File: src/rtl/ultrasonic_ranger_multi.sv
// Round-robin scanner for NUM_CH HC-SR04-style ultrasonic sensors.
// Each channel is triggered and timed, and its echo width is converted to cm.
// Results carry a timeout flag, and each channel has its own near/obstacle bit.
module ultrasonic_ranger_multi #(
  parameter int unsigned NUM_CH         = 2,
  parameter int unsigned TRIG_CYCLES    = 1000,
  parameter int unsigned CM_CYCLES      = 5800,
  parameter int unsigned TIMEOUT_CYCLES = 3000000,
  parameter int unsigned GAP_CYCLES     = 6000000,
  parameter int unsigned DIST_W         = 9,
  localparam int unsigned CH_W          = (NUM_CH > 1) ? $clog2(NUM_CH) : 1
) (
  input  logic              clk,
  input  logic              rst,
  input  logic              enable,
  input  logic [NUM_CH-1:0] echo,
  input  logic [DIST_W-1:0] near_thresh,
  output logic [NUM_CH-1:0] trig,
  output logic              dist_valid,
  output logic [CH_W-1:0]   dist_ch,
  output logic [DIST_W-1:0] dist_cm,
  output logic              dist_timeout,
  output logic [NUM_CH-1:0] near
);

  localparam int unsigned SUB_W   = (CM_CYCLES > 1) ? $clog2(CM_CYCLES) : 1;
  localparam int unsigned CNT_T   = (TRIG_CYCLES > TIMEOUT_CYCLES) ? TRIG_CYCLES : TIMEOUT_CYCLES;
  localparam int unsigned CNT_MAX = (CNT_T > GAP_CYCLES) ? CNT_T : GAP_CYCLES;
  localparam int unsigned CNT_W   = $clog2(CNT_MAX + 1);
  // Largest reportable distance; all-ones is kept free for the timeout code
  localparam logic [DIST_W-1:0] CM_SAT = {{(DIST_W-1){1'b1}}, 1'b0};

  typedef enum logic [2:0] {IDLE, TRIG, WAIT_RISE, MEASURE, GAP} state_t;

  state_t             state;
  logic [CH_W-1:0]    ptr;
  logic [NUM_CH-1:0]  echo_m;
  logic [NUM_CH-1:0]  echo_s;
  logic               echo_prev;
  logic [CNT_W-1:0]   tcnt;
  logic [SUB_W-1:0]   sub;
  logic [DIST_W-1:0]  cm;

  logic echo_act;
  logic rise;
  logic to_hit;
  logic fall_done;
  logic done;
  logic timed_out;

  // Edge detection on the active channel and end-of-measurement decode
  always_comb begin
    echo_act  = echo_s[ptr];
    rise      = echo_act & ~echo_prev;
    to_hit    = ((state == WAIT_RISE) || (state == MEASURE)) &&
                (tcnt == CNT_W'(TIMEOUT_CYCLES - 1));
    fall_done = (state == MEASURE) && !echo_act;
    done      = fall_done || to_hit;
    timed_out = to_hit && !fall_done;
  end

  // Synchroniser, scan FSM, echo timer and registered result outputs
  always_ff @(posedge clk) begin
    if (rst) begin
      state        <= IDLE;
      ptr          <= '0;
      echo_m       <= '0;
      echo_s       <= '0;
      echo_prev    <= 1'b0;
      tcnt         <= '0;
      sub          <= '0;
      cm           <= '0;
      trig         <= '0;
      dist_valid   <= 1'b0;
      dist_ch      <= '0;
      dist_cm      <= '0;
      dist_timeout <= 1'b0;
      near         <= '0;
    end else begin
      echo_m     <= echo;
      echo_s     <= echo_m;
      echo_prev  <= echo_act;
      dist_valid <= 1'b0;
      if (done) begin
        // A falling echo wins over a timeout that lands on the same cycle
        dist_valid   <= 1'b1;
        dist_ch      <= ptr;
        dist_cm      <= timed_out ? '1 : cm;
        dist_timeout <= timed_out;
        near[ptr]    <= !timed_out && (cm <= near_thresh);
        tcnt         <= '0;
        state        <= GAP;
      end else begin
        case (state)
          IDLE: begin
            if (enable) begin
              trig[ptr] <= 1'b1;
              tcnt      <= '0;
              state     <= TRIG;
            end
          end
          TRIG: begin
            if (tcnt == CNT_W'(TRIG_CYCLES - 1)) begin
              trig  <= '0;
              tcnt  <= '0;
              state <= WAIT_RISE;
            end else begin
              tcnt <= tcnt + CNT_W'(1);
            end
          end
          WAIT_RISE: begin
            tcnt <= tcnt + CNT_W'(1);
            if (rise) begin
              // The rising cycle is the first high cycle and is counted here
              if (CM_CYCLES == 1) begin
                sub <= '0;
                cm  <= DIST_W'(1);
              end else begin
                sub <= SUB_W'(1);
                cm  <= '0;
              end
              state <= MEASURE;
            end
          end
          MEASURE: begin
            tcnt <= tcnt + CNT_W'(1);
            if (sub == SUB_W'(CM_CYCLES - 1)) begin
              sub <= '0;
              if (cm != CM_SAT) cm <= cm + DIST_W'(1);
            end else begin
              sub <= sub + SUB_W'(1);
            end
          end
          GAP: begin
            if (tcnt == CNT_W'(GAP_CYCLES - 1)) begin
              tcnt  <= '0;
              ptr   <= (ptr == CH_W'(NUM_CH - 1)) ? '0 : ptr + CH_W'(1);
              state <= IDLE;
            end else begin
              tcnt <= tcnt + CNT_W'(1);
            end
          end
          default: state <= IDLE;
        endcase
      end
    end
  end

endmodule

File: config.mk
export PLATFORM = sky130hd
export DESIGN_NAME = ultrasonic_ranger_multi
export DESIGN_NICKNAME = d
export VERILOG_FILES = /design/src/rtl/ultrasonic_ranger_multi.sv
export SDC_FILE = /design/constraint.sdc
export NUM_CORES = 1
export LEC_CHECK = 0
export ABC_CLOCK_PERIOD_IN_PS = 2700
export CAP_MARGIN = 25
export CORE_UTILIZATION = 30
export CTS_BUF_LIST = sky130_fd_sc_hd__clkbuf_8 sky130_fd_sc_hd__clkbuf_16
export CTS_CLUSTER_DIAMETER = 40
export DETAILED_ROUTE_END_ITERATION = 8
export PLACE_DENSITY_LB_ADDON = 0.05
export SLEW_MARGIN = 5
export SYNTH_ARGS = -nofsm -noshare
export SYNTH_HDL_FRONTEND = slang
export SYNTH_SLANG_ARGS = --single-unit
File: constraint.sdc
create_clock -name clk -period 2.7 [get_ports clk]
set_input_delay 0.405 -clock clk [delete_from_list [all_inputs] [get_ports clk]]
set_output_delay 0.405 -clock clk [all_outputs]
set_load 0.05 [all_outputs]
==> results.sh <==
export IMPL_status="complete, no violations"
export IMPL_synth_top_area_share_pct=36.3
export IMPL_htreeDepth=3
export IMPL_synth_most_common_cell="dfxtp_1"
export IMPL_drive_above_1_share_pct=7.65
export IMPL_pwr_density_cell_mw_per_mm2=533
export IMPL_synth_simple_area_share_pct=32.0
export IMPL_clock_sinks=70
export IMPL_synthArstFlopShare_pct=0
export IMPL_syn_cell_area_mm2=0.00386
export IMPL_hold_class="register to register"
export IMPL_cts_tree="yes"
export IMPL_path_class="register to register"
export IMPL_drt_iter0_markers=225
export IMPL_synthMuxAreaShare_pct=2.07
export IMPL_start_util_pct=30.8
export IMPL_dr_pass1_iters=4
export IMPL_synth_top_family_by_area="simple AND/OR/NAND/NOR gates"
export IMPL_drc=0
export IMPL_num_rows=41
export IMPL_min_period_ps=2470
export IMPL_drtAntennaViolNets=0
export IMPL_p_total_w=0.00253
export IMPL_die_w_um=116
export IMPL_design_area_mm2=0.00474
export IMPL_finalCritPeriodShare_pct=91.5
export IMPL_grt_usage_pct=17.8
export IMPL_root_buffer="clkbuf_16"
export IMPL_holdBufCountCts=0
export IMPL_rsz0062_at_grt="false"
export IMPL_placed_area_mm2=0.00440
export IMPL_synth_edff_count=0
export IMPL_hpwl_um=7890
export IMPL_yosysTopAreaCell="dfxtp_1"
export IMPL_n_antenna_cell=0
export IMPL_area_growth_syn_to_layout_pct=22.6
export IMPL_arrival_ps=2740
export IMPL_hold_worst_slack_ps=438
export IMPL_path_clk_slew_ps=60
export IMPL_post_drt_wl_per_cell_um=16.0
export IMPL_dieArea_mm2=0.0133
export IMPL_fmaxAchievable_mhz=405
export IMPL_yosysWarnings=0
export IMPL_synth_adder_area_share_pct=4.21
export IMPL_dp_cells=667
export IMPL_ys_seq_area_share_pct=36.3
export IMPL_global_route_usage_met2_pct=29.1
export IMPL_synth_flop_cell="dfxtp_1"
export IMPL_end_kind="register"
export IMPL_place_congestion=0.798
export IMPL_multi_input_area_mm2=0.00228
export IMPL_grt_max_degree=43
export IMPL_nets=533
export IMPL_fillers=1307
export IMPL_critPathRequiredTime_ps=2970
export IMPL_post_cts_buffers=0
export IMPL_synthXorXnorAreaFrac_pct=3.40
export IMPL_cp_start_kind="register"
export IMPL_numCtsBuffers=9
export IMPL_grt_pass1_wl_um=18300
export IMPL_grt_overflow=0
export IMPL_tightestPinTransition_ps=669
export IMPL_hold_viol=0
export IMPL_clk_insertion_delay_late_ps=340
export IMPL_finalSetupViolCount=0
export IMPL_cap_viol_max_count=0
export IMPL_use_met3_pct=3.24
export IMPL_clockBufferDepth=2
export IMPL_leakagePower_nw=1.61
export IMPL_path_max_fanout=14
export IMPL_die_h_um=116
export IMPL_routed_via_density=5.28
export IMPL_io_pins=30
export IMPL_ys_top_cells_by_count="70 x dfxtp_1, 39 x nor2_1, 32 x nor3_1"
export IMPL_seqCellArea_mm2=0.00140
export IMPL_synth_fp_nets=502
export IMPL_max_vdd_ir_drop_mv=0.262
export IMPL_synth_area_leaders="dfxtp_1 36%, ha_1 4.2%, nor3_1 4.1%"
export IMPL_coreArea_mm2=0.0126
export IMPL_syn_avg_cell_area_um2=8.14
export IMPL_vias=3598
export IMPL_antenna_found_initial=0
export IMPL_finalClockSkew_ps=4.21
export IMPL_synth_seq_cells=70
export IMPL_port_buffers=29
export IMPL_netlist_instances=475
export IMPL_wirelength_um=10900
export IMPL_synth_compound_area_share_pct=17.0
export IMPL_grt_pass1_vias=3518
export IMPL_grt_use_met1_pct=23.1
export IMPL_finalSetupTns_ps=0
export IMPL_max_slew_margin_pct=55.2
export IMPL_busiest_layer="met2"
export IMPL_fin_cells=682
export IMPL_ys_types=55
export IMPL_slew_violations=0
## per-layer routing
| metal | routed length (µm) | part of all wire, % | vias up |
|---|---|---|---|
| met2 | 5060 | 47 | 56 |
| li1 | - | - | 1823 |
| met3 | 357 | 3.3 | 18 |
| met4 | 240 | 2.2 | 0 |
| met1 | 5220 | 48 | 1701 |
| met5 | 0 | 0 | - |
## through the flow
| stage | util [%] | worst slack, ps |
|---|---|---|
| 3_3_place_gp | 35.0 | 346 |
| 5_1_grt | 37.7 | 48.1 |
| 3_5_place_dp | 35.0 | 249 |
| 6_report | 37.7 | 230 |
| 2_1_floorplan | - | 533 |
| 4_1_cts | 37.7 | 218 |
## final cells by class
type	instances	area share [%]
multi-input cells	355	48.0
clock buffers	10	5.04
well taps	172	4.54
repair buffers	46	8.82
clock inverters	5	2.09
inverters	24	1.90
flip-flops and latches	70	29.6
## cells in the final DEF (no fill, tap or decap), types with 8 or more instances in the layout
cell / synthesis / routed
o21ai_0: 15 / 15
and3_1: 9 / 9
xnor2_1: 10 / 10
mux2i_1: 8 / 8
clkbuf_16: 0 / 9
nor3_1: 32 / 32
nand3_1: 19 / 19
inv_1: 24 / 25
nand2_1: 29 / 29
clkdlybuf4s50_1: 0 / 29
o211ai_1: 13 / 13
nor2b_1: 10 / 10
nand4_1: 21 / 21
dfxtp_1: 70 / 70
ha_1: 13 / 13
nor4_1: 10 / 10
buf_4: 0 / 17
nor2_1: 39 / 39
a21oi_1: 26 / 26
## cells by family (layout without fill, tap and decap cells)
| logic type | count (synthesis) | count (layout) |
|---|---|---|
| XOR/XNOR | 15 | 15 |
| flip-flops | 70 | 70 |
| AO/OA/AOI/OAI | 98 | 98 |
| buffers and inverters | 50 | 85 |
| adder cells (fa/ha/maj) | 13 | 13 |
| AND/OR/NAND/NOR | 221 | 221 |
| multiplexers | 8 | 8 |
## state kept, by name (all words and copies together), names as in the netlist
register and flops:
trig 2, state 3, dist_cm 9, echo_s 2
cm 9, echo_m 2, sub 13, dist_timeout 1
tcnt 23, ptr 1, dist_valid 1, echo_prev 1
dist_ch 1, near 2
## power by group
part / internal [W] / leakage, nW / switching [W]
clock network: 0.000917 / 0.170 / 0.000446
registers: 0.00104 / 0.565 / 0.00000662
logic: 0.0000518 / 0.872 / 0.0000646
total: 0.00201 / 1.61 / 0.000517
## worst paths after layout
path             start   endpoint  slack (ps)  cells past startpoint
max            tcnt[7]      cm[4]         230                      6
min          echo_m[0]  echo_s[0]         440                      1
max reg2reg    tcnt[7]      cm[4]         230                      6
min reg2reg  echo_m[0]  echo_s[0]         440                      1
## critical path: stages (launching register included)
cell and delay [ps]:
dfxtp_1 450, nor4b_1 550, nand4_1 340, o211ai_1 250, buf_4 210, or3b_2 460
mux2i_1 140
## repair_timing
action,in CTS,in global routing
endpoints found under the hold margin,0,0
gates resized for setup,0,1
setup endpoints to repair,0,4
No activity file was read; power rests on OpenSTA's default activity.
